===== config.mk =====
export PLATFORM = sky130hd
export DESIGN_NAME = micro_sequencer
export DESIGN_NICKNAME = d
export VERILOG_FILES = /design/src/rtl/micro_sequencer.sv
export SDC_FILE = /design/constraint.sdc
export NUM_CORES = 1
export LEC_CHECK = 0
export ABC_AREA = 1
export ABC_CLOCK_PERIOD_IN_PS = 1800
export CORE_AREA = 5 5 42 44
export DETAILED_ROUTE_END_ITERATION = 16
export DIE_AREA = 0 0 47 49
export PLACE_DENSITY = 0.73
export SLEW_MARGIN = 5
export SYNTH_ARGS = -nofsm -noshare
export SYNTH_HDL_FRONTEND = slang
export SYNTH_SLANG_ARGS = --single-unit

===== constraint.sdc =====
create_clock -name clk -period 1.8 [get_ports clk]
set_input_delay 0.27 -clock clk [delete_from_list [all_inputs] [get_ports clk]]
set_output_delay 0.27 -clock clk [all_outputs]
set_load 0.005 [all_outputs]

===== src/rtl/micro_sequencer.sv =====
// Purpose: multi-cycle CPU next-state engine with sticky halt and optional retire/cycle counters.
// Latency: every output is registered; a transition decided in cycle N appears in cycle N+1.
// Backpressure: mem_ready=0 holds IF_PC, MEM_READ and MEM_WRITE; it is ignored in every other state.
//
// Ports:
//   clk, reset        - system clock, synchronous active-high reset
//   part_of_inst[6:0] - opcode field of the instruction register
//   mem_ready         - memory finished the current access this cycle
//   halt_req          - ECALL halt condition, sampled only in EX_ECALL
//   current_state[3:0]- registered state code for the control unit
//   is_halted         - sticky halt flag, cleared only by reset
//   illegal_inst      - one-cycle pulse after an undecodable opcode
//   inst_retired[31:0], cycle_count[31:0] - present only when MICROSEQ_PERF_CNT_EN is defined
module micro_sequencer #(
    parameter logic [3:0] RESET_STATE = 4'd0
) (
    input  logic       clk,
    input  logic       reset,
    input  logic [6:0] part_of_inst,
    input  logic       mem_ready,
    input  logic       halt_req,
    output logic [3:0] current_state,
    output logic       is_halted,
    output logic       illegal_inst
`ifdef MICROSEQ_PERF_CNT_EN
    ,
    output logic [31:0] inst_retired,
    output logic [31:0] cycle_count
`endif
);

    typedef enum logic [3:0] {
        IF_PC          = 4'd0,
        ID_REG_FETCH   = 4'd1,
        EX_R           = 4'd2,
        EX_IMM         = 4'd3,
        WB_R_I         = 4'd4,
        EX_LD_SD       = 4'd5,
        MEM_READ       = 4'd6,
        WB_LD          = 4'd7,
        MEM_WRITE      = 4'd8,
        EX_BRANCH_COND = 4'd9,
        EX_WB_JAL      = 4'd10,
        EX_WB_JALR     = 4'd11,
        EX_ECALL       = 4'd12
    } state_t;

    localparam logic [6:0] OP_ARITH     = 7'b0110011;
    localparam logic [6:0] OP_ARITH_IMM = 7'b0010011;
    localparam logic [6:0] OP_LOAD      = 7'b0000011;
    localparam logic [6:0] OP_STORE     = 7'b0100011;
    localparam logic [6:0] OP_BRANCH    = 7'b1100011;
    localparam logic [6:0] OP_JAL       = 7'b1101111;
    localparam logic [6:0] OP_JALR      = 7'b1100111;
    localparam logic [6:0] OP_ECALL     = 7'b1110011;

    state_t state_q;
    state_t state_d;
    logic   halt_d;
    logic   illegal_d;

    assign current_state = state_q;

    always_ff @(posedge clk) begin
        if (reset) begin
            state_q      <= state_t'(RESET_STATE);
            is_halted    <= 1'b0;
            illegal_inst <= 1'b0;
        end else begin
            state_q      <= state_d;
            is_halted    <= halt_d;
            illegal_inst <= illegal_d;
        end
    end

    always_comb begin
        state_d   = state_q;
        halt_d    = is_halted;
        illegal_d = 1'b0;
        // Once halted, the machine sits in EX_ECALL ignoring every input.
        if (!is_halted) begin
            case (state_q)
                IF_PC:        if (mem_ready) state_d = ID_REG_FETCH;
                ID_REG_FETCH: begin
                    case (part_of_inst)
                        OP_ARITH:            state_d = EX_R;
                        OP_ARITH_IMM:        state_d = EX_IMM;
                        OP_LOAD, OP_STORE:   state_d = EX_LD_SD;
                        OP_BRANCH:           state_d = EX_BRANCH_COND;
                        OP_JAL:              state_d = EX_WB_JAL;
                        OP_JALR:             state_d = EX_WB_JALR;
                        OP_ECALL:            state_d = EX_ECALL;
                        default: begin
                            state_d   = IF_PC;
                            illegal_d = 1'b1;
                        end
                    endcase
                end
                EX_R, EX_IMM: state_d = WB_R_I;
                WB_R_I:       state_d = IF_PC;
                EX_LD_SD: begin
                    // Opcode is stable since decode, so only LOAD/STORE reach here.
                    if (part_of_inst == OP_LOAD)       state_d = MEM_READ;
                    else if (part_of_inst == OP_STORE) state_d = MEM_WRITE;
                    else                               state_d = IF_PC;
                end
                MEM_READ:     if (mem_ready) state_d = WB_LD;
                WB_LD:        state_d = IF_PC;
                MEM_WRITE:    if (mem_ready) state_d = IF_PC;
                EX_BRANCH_COND, EX_WB_JAL, EX_WB_JALR: state_d = IF_PC;
                EX_ECALL: begin
                    if (halt_req) halt_d  = 1'b1;
                    else          state_d = IF_PC;
                end
                default:      state_d = IF_PC;
            endcase
        end
    end

`ifdef MICROSEQ_PERF_CNT_EN
    logic retire;

    // Recovery from an unused code (13-15) is not an instruction, so it does not retire.
    assign retire = (state_q != IF_PC) && (state_q <= EX_ECALL) && (state_d == IF_PC);

    always_ff @(posedge clk) begin
        if (reset) begin
            inst_retired <= 32'd0;
            cycle_count  <= 32'd0;
        end else begin
            if (retire)     inst_retired <= inst_retired + 32'd1;
            if (!is_halted) cycle_count  <= cycle_count + 32'd1;
        end
    end
`endif

endmodule

# Word level (Yosys, flattened, before mapping)
# Cells that the tools add are included.
# classes
reduce_logical,6
n_bitwise,2
eq_ne,19
mux,12
# op_table
operator,n
$pmux W4 S7,2
$eq A7 B7 Y1 const B,4
$mux W4,6
$eq A7 B6 Y1 const B,2
$eq A4 B2 Y1 const B,2
$eq A4 B3 Y1 const B,2
$eq A4 B4 Y1 const B,2
$ne A2 B2 Y1 const B,4
$reduce_or A8 Y1,1
$eq A7 B2 Y1 const B,1
$eq A7 B5 Y1 const B,1
$reduce_and A5 Y1,1
$eq A4 B1 Y1 const B,1
$logic_not A4 Y1,1
$mux W1,4
$reduce_or A2 Y1,2
$reduce_or A3 Y1,1
$not A1 Y1,2
# word_totals
output_inout_bits,6
ff_bits,6
elab_cells,42

# Logic depth before layout (Yosys ltp)
# Gate-level depths: netlist (run 1).
# depth
ltp_word,4
ltp_mapped,10
mapped_depth_nobuf,10

# Worst setup path before layout (run 1)
# OpenSTA, ideal clock, no wires.
# synth_path
path_type,register -> register
from,register state_q[0] (netlist: current_state[0])
to,register state_q[2] (netlist: current_state[2])
n_path_buf,0
path_stages_with_launch,9
arrival_time_ns,1.101
t_required_ns,1.734
setup_time_ns,0.066
slack_ns,0.633
period_less_slack_ns,1.167
path_cell_list,dfxtp_1 > inv_2 > nor2_4 > inv_2 > nor3_2 > nand2_1 > nand3_1 > nand2_1 > a21oi_2
# synth_via
elab_chain_cells,3
word_cells_on_any_way,15
# synth_lines
item,line_no,text
"start, declared",57,state_t state_q;
"start signal, assigned",66,state_q <= state_t'(RESET_STATE);
"start signal, assigned",70,state_q <= state_d;
$eq A4 B2 Y1 (tied with other cells),82,case (state_q)
$reduce_or A2 Y1 / $ne A2 B2 Y1 (equally long branches),--,
$pmux W4 S7 / $reduce_and A5 Y1 (equally long branches),--,
# Several ways; a longest one is shown, not always the timed one.
# A chain may end at the register's enable or synchronous reset.

# Worst setup path in the final report (run 1)
# layout_path
from,register state_q[3] (netlist: current_state[3])
to,output current_state[3]
# layout_rtl
item,line_no,text
"end, declared",22,"output logic [3:0] current_state,"
# No word-level cell between the ends.

==> results of run 1 <==
## worst min-delay path, cell delays in order, from the launching register on
cell and delay [ns]:
dfxtp_1 0.35, nand2_1 0.08, a21oi_1 0.05
## power groups by stage
stage	clock network [W]	registers, W	logic [W]
2_1_floorplan	0	0.000145	0.0000515
3_3_place_gp	0	0.000146	0.0000950
3_5_place_dp	0	0.000146	0.0000962
4_1_cts	0.000129	0.000143	0.0000968
5_1_grt	0.000135	0.000143	0.000108
6_report	0.000124	0.000143	0.0000960
## synth_stat cells
cell type / n / share of area
nand2_1: 33 / 0.24
nor2_1: 12 / 0.087
inv_1: 9 / 0.065
nand3_1: 8 / 0.077
dfxtp_1: 6 / 0.23
inv_2: 4 / 0.029
a21oi_1: 3 / 0.029
a21oi_2: 2 / 0.034
nand2_2: 2 / 0.024
nor2_4: 2 / 0.043
nor3_1: 2 / 0.019
a31o_1: 1 / 0.017
nand2_4: 1 / 0.022
nand3_2: 1 / 0.019
nand4_1: 1 / 0.012
nor2_2: 1 / 0.012
nor3_2: 1 / 0.019
o21a_1: 1 / 0.014
o21ai_0: 1 / 0.0096
## worst paths after layout
path	slack [ns]	endpoint	start
worst min-delay path	0.53	current_state[0]$_SDFFE_PP0P_	current_state[0]$_SDFFE_PP0P_
worst max register to register	0.48	current_state[2]$_SDFFE_PP0P_	current_state[0]$_SDFFE_PP0P_
worst max-delay path	0.19	current_state[3]	current_state[3]$_SDFFE_PP0P_
worst min register to register	0.53	current_state[0]$_SDFFE_PP0P_	current_state[0]$_SDFFE_PP0P_
## sequential cells by signal, indices dropped and copies added (netlist names)
name and flops:
illegal_inst 1, is_halted 1, current_state 4
## cell usage in the layout (no fill, tap or decap), types with 2 or more instances in the layout
| cell | Yosys | routed |
|---|---|---|
| nand2_1 | 33 | 33 |
| clkdlybuf4s50_1 | 0 | 16 |
| nor2_1 | 12 | 12 |
| inv_1 | 9 | 9 |
| nand3_1 | 8 | 8 |
| dfxtp_1 | 6 | 6 |
| inv_2 | 4 | 4 |
| a21oi_1 | 3 | 3 |
| clkbuf_4 | 0 | 3 |
| nor3_1 | 2 | 2 |
| a21oi_2 | 2 | 2 |
| nor2_4 | 2 | 2 |
| nand2_2 | 2 | 2 |
## routing by layer
metal,part of all wire,global-route usage,wire length [um]
met5,0,0,0
met4,0,0.0138,0
met1,0.47,0.163,616
met3,0.088,0.0517,115
met2,0.44,0.179,577
## area by class of cell
type,instances,area share
Multi-Input combinational cell,72,0.486
Timing Repair Buffer,16,0.221
Sequential cell,6,0.166
Inverter,13,0.0675
Clock buffer,3,0.0311
Tap cell,16,0.0277
## logic make-up (layout without fill, tap and decap cells)
kind of cell | count (synthesis) | after routing
AOI/OAI and AO/OA | 8 | 8
buffers and inverters | 13 | 32
DFF | 6 | 6
and+or+nand+nor | 64 | 64
## metrics by stage
stage	instance area (sq um)	setup WS, ns	total power, W	std cells
after floorplan	520	0.633	0.000197	91
after global placement	701	0.137	0.000241	123
after detailed placement	701	0.125	0.000242	123
after CTS	723	0.186	0.000369	126
after global routing	723	0.141	0.000387	126
final	723	0.192	0.000363	126
==> run metrics, run 1 <==
status complete, no violations; period utilization 0.893; logic gate share of total power 0.264; DRT antenna net count 0; Compound-Gate Fraction of Synth Area 0.103; proportion of synthesized area in mux cells 0; Post-Syn Area 520 sq um; largest family of logic cells by synthesized area simple AND/OR/NAND/NOR gates; WL/cell 10.4 um; Setup violations, final 0; DRC viols 0; Die Wd 47 um; clk sinks 6; CTS Hold Bufs 0; Final Hold Violating Endpoints 0; Sequential Power Share 0.394; Slowest Stage Delay on Critical Path 0.58 ns; Chip Height 49 um; post-synthesis register bit count 6; HP Class reg2reg; Slew @ Worst Pin 0.348 ns; Max-cap violations 0; critical path's top delay family buffers and inverters; Post-Route WL 1310 um; vias in the first global route 535; fraction of layout cells with a size suffix above 1 0.155; RSZ-0062 raised after global routing false; antenna violations before repair 0; Finished Core Util 0.516; Detailed Routing Iterations Pass 1 4; clock share of power 0.341; sw frac 0.284; detailed-route via count 606; largest net degree at the start of global routing 9; CP arrival 1.34 ns; Core ar. 1400 sq um; area taken by multi-input logic gates 352 sq um; Int Pwr 0.000260 W; worst-case clock buffer depth 2; clk slew on worst S/H paths 0.05 ns; worst path buffer plus inverter count 1; crit-path max FO 7; PortBufs 16; Mapped Cells 91; total negative slack 0 ns; slowest stage cell on the critical path clkdlybuf4s50_1; GRT Overall Usage 0.120; Rel. slew slack 0.768; synth unique cells 19; FP Rows 14; pwr dens 502 nW/um^2; CP endpoint kind output pin; CTS HTree Levels 1; Die ar. 2300 sq um; Skew-Pair Late Insertion Delay 0.24 ns; GRT overflow 0; Synth Area in Adders 0; Detail Placement HPWL 1030 um; P_sw 0.000103 W; Synth Area in XOR/XNOR 0; IR drop worst, VDD 0.461 mV; Reg2Reg Depth 8; fillcell total 159; post-synthesis sequential area ratio 0.231; first-pass GRT wire length 2100 um; n_diodes 0; CP required 1.53 ns; I/O pin total 17; syn nets 102; Avg Vias per Cell 4.81; WHS Path Cells 2; TritonCTS clock tree yes; crit path cell chain clkdlybuf4s50_1; Leakage 0.336 nW; critical path class reg2out; Final Critical Period 1.61 ns; Final Wtd Congestion 0.808; starting DRC count in detailed routing 13; nets@finish 123; postcts setup bufs 0; CTS Buf Count 3; CP Depth 1; area grow syn2layout 38.9%; Clock Skew 0.00137 ns; Hold WS 0.535 ns; Root Driver clkbuf_4; Seq. cell area 120 sq um; Mapped Avg Cell Area 5.72 sq um; Simple-Gate Fraction of Synth Area 0.572; Yosys warning total 0; max-slew violation count 0; Starting Density 0.371; startpoint types flop; fmax 622 MHz; post_cts resized 0
Power figures use the tool's default switching activity.
==> inputs of run 2 (changes only) <==
--- a/config.mk
+++ b/config.mk
@@ -10,6 +10,7 @@
 export CORE_AREA = 5 5 42 44
 export DETAILED_ROUTE_END_ITERATION = 16
 export DIE_AREA = 0 0 47 49
+export GPL_TIMING_DRIVEN = 0
 export PLACE_DENSITY = 0.73
 export SLEW_MARGIN = 5
 export SYNTH_ARGS = -nofsm -noshare
==> run 2 against run 1 <==
Effect of this change: critical path type unchanged; via count down 2.1%; highest routed layer is now met4; routed wire length down 5.3%; first-iteration DRC count down 54%.
==> run metrics, run 2 (synthesis results as in run 1) <==
status complete, no violations; Detailed Routing Iterations Pass 1 3 (-1); setup slack, reg-to-reg 0.48 ns (about the same); period utilization 0.895 (+0.00177); antenna violations before repair 0 (unchanged); CTS HTree Levels 1 (unchanged); Final Critical Period 1.61 ns (+0.00319 ns); WL/cell 9.84 um (-5.3%); Finished Core Util 0.516 (unchanged); worst-case clock buffer depth 2 (unchanged); slowest stage cell on the critical path clkdlybuf4s50_1; DRT antenna net count 0 (unchanged); WHS Path Cells 2 (unchanged); Slew @ Worst Pin 0.362 ns (+0.0144 ns); pwr dens 492 nW/um^2 (-2.1%); Die ar. 2300 sq um (unchanged); Detail Placement HPWL 994 um (-3.3%); critical path class reg2out; crit-path max FO 8 (+1); clk sinks 6 (unchanged); fmax 621 MHz (-0.20%); start point of the worst hold path current_state[0]$_SDFFE_PP0P_; Rel. slew slack 0.758 (-0.00960); total negative slack 0 ns (unchanged); area grow syn2layout 38.9% (unchanged); RSZ-0062 raised after global routing false; Reg2Reg Capture Point current_state[2]$_SDFFE_PP0P_; Skew-Pair Late Insertion Delay 0.24 ns (about the same); most common cell after layout, fill and taps aside nand2_1; Root Driver clkbuf_4; Finished Layout Cells 126 (unchanged); first-pass GRT wire length 2130 um (+1.3%); critical path's top delay family buffers and inverters; Final Wtd Congestion 0.798 (-1.1%); most frequent cells in the layout nand2_1 (33), clkdlybuf4s50_1 (16), nor2_1 (12); Max-cap violations 0 (unchanged); n_diodes 0 (unchanged); CTS Buf Count 3 (unchanged); max-slew violation count 0 (unchanged); I/O pin total 17 (unchanged); CTS Hold Bufs 0 (unchanged); starting DRC count in detailed routing 6 (-7); Chip Height 49 um (unchanged); vias in the first global route 550 (+2.8%); clk slew on worst S/H paths 0.04 ns (about the same); GRT overflow 0 (unchanged); FP Rows 14 (unchanged); fraction of layout cells with a size suffix above 1 0.155 (unchanged); nets@finish 123 (unchanged); Avg Vias per Cell 4.71 (-2.1%); Leakage 0.336 nW (unchanged); PortBufs 16 (unchanged); Core ar. 1400 sq um (unchanged); placed insts 123 (unchanged); Hold EP current_state[0]$_SDFFE_PP0P_; CP arrival 1.34 ns (about the same); Reg2Reg Depth 9 (+1); fillcell total 161 (+1.3%); largest net degree at the start of global routing 9 (unchanged); CP endpoint kind output pin; Die Wd 47 um (unchanged); postcts setup bufs 0 (unchanged); Hold WS 0.546 ns (+0.0113 ns); Setup violations, final 0 (unchanged); Slowest Stage Delay on Critical Path 0.58 ns (about the same); detailed-route via count 593 (-2.1%); worst path buffer plus inverter count 1 (unchanged); HP Class reg2reg; max reg flops 4 (unchanged); Starting Density 0.371 (unchanged); startpoint types flop; Final Hold Violating Endpoints 0 (unchanged); CP required 1.53 ns (about the same); Clock Skew 0.00148 ns (+0.000107 ns); crit path cell chain clkdlybuf4s50_1; reg-to-reg startpoint current_state[2]$_SDFFE_PP0P_; IR drop worst, VDD 0.456 mV (-1.2%); Post-Route WL 1240 um (-5.3%); DRC viols 0 (unchanged); GRT Overall Usage 0.127 (+0.00713); TritonCTS clock tree yes; post_cts resized 0 (unchanged)
## run 2: cell counts in the layout (fill, tap and decap cells not counted)
Identical to the previous run, type by type.
## run 2: worst max-delay path by stage
stage,start,endpoint,slack [ns],depth (start not counted)
after floorplan,current_state[0]$_SDFFE_PP0P_,current_state[2]$_SDFFE_PP0P_,0.63,8
after detailed placement,part_of_inst[0],current_state[1]$_SDFFE_PP0P_,0.14,11
final,current_state[1]$_SDFFE_PP0P_,current_state[1],0.19,1
after global placement,part_of_inst[1],current_state[1]$_SDFFE_PP0P_,0.14,11
after global routing,current_state[1]$_SDFFE_PP0P_,current_state[1],0.11,1
after CTS,current_state[1]$_SDFFE_PP0P_,current_state[1],0.17,1
## run 2: per-stage QoR
| step | instance area, sq um | setup WS (ns) | power [W] |
|---|---|---|---|
| after global routing | 723 | 0.112 | 0.000391 |
| after CTS | 723 | 0.172 | 0.000365 |
| after detailed placement | 701 | 0.140 | 0.000242 |
| after global placement | 701 | 0.142 | 0.000241 |
| after floorplan | 520 | 0.633 | 0.000197 |
| final | 723 | 0.189 | 0.000356 |
## run 2: routing by layer
metal	vias up	wire length (um)	GRT usage
met2	18	536	0.181
li1	325	-	-
met5	-	0	0
met4	0	8	0.0415
met1	248	587	0.156
met3	2	108	0.0738
## run 2: where the power goes
| part | total, W | leakage (nW) | switching [W] | internal (W) |
|---|---|---|---|---|
| clock | 0.000117 | 0.0138 | 0.0000418 | 0.0000750 |
| combinational | 0.0000950 | 0.273 | 0.0000486 | 0.0000464 |
| sequential | 0.000144 | 0.0488 | 0.00000564 | 0.000138 |
## run 2: worst min-delay path, stage by stage, from the launching register on
cell     delay [ns]
dfxtp_1        0.36
nand2_1        0.08
a21oi_1        0.05
## run 2: layout make-up
class	count	area [sq um]	area share
inverter	13	48.8	0.0675
timing repair buffer	16	160	0.221
tap	16	20.0	0.0277
clock buffer	3	22.5	0.0311
multi-input combinational	72	352	0.486
sequential	6	120	0.166
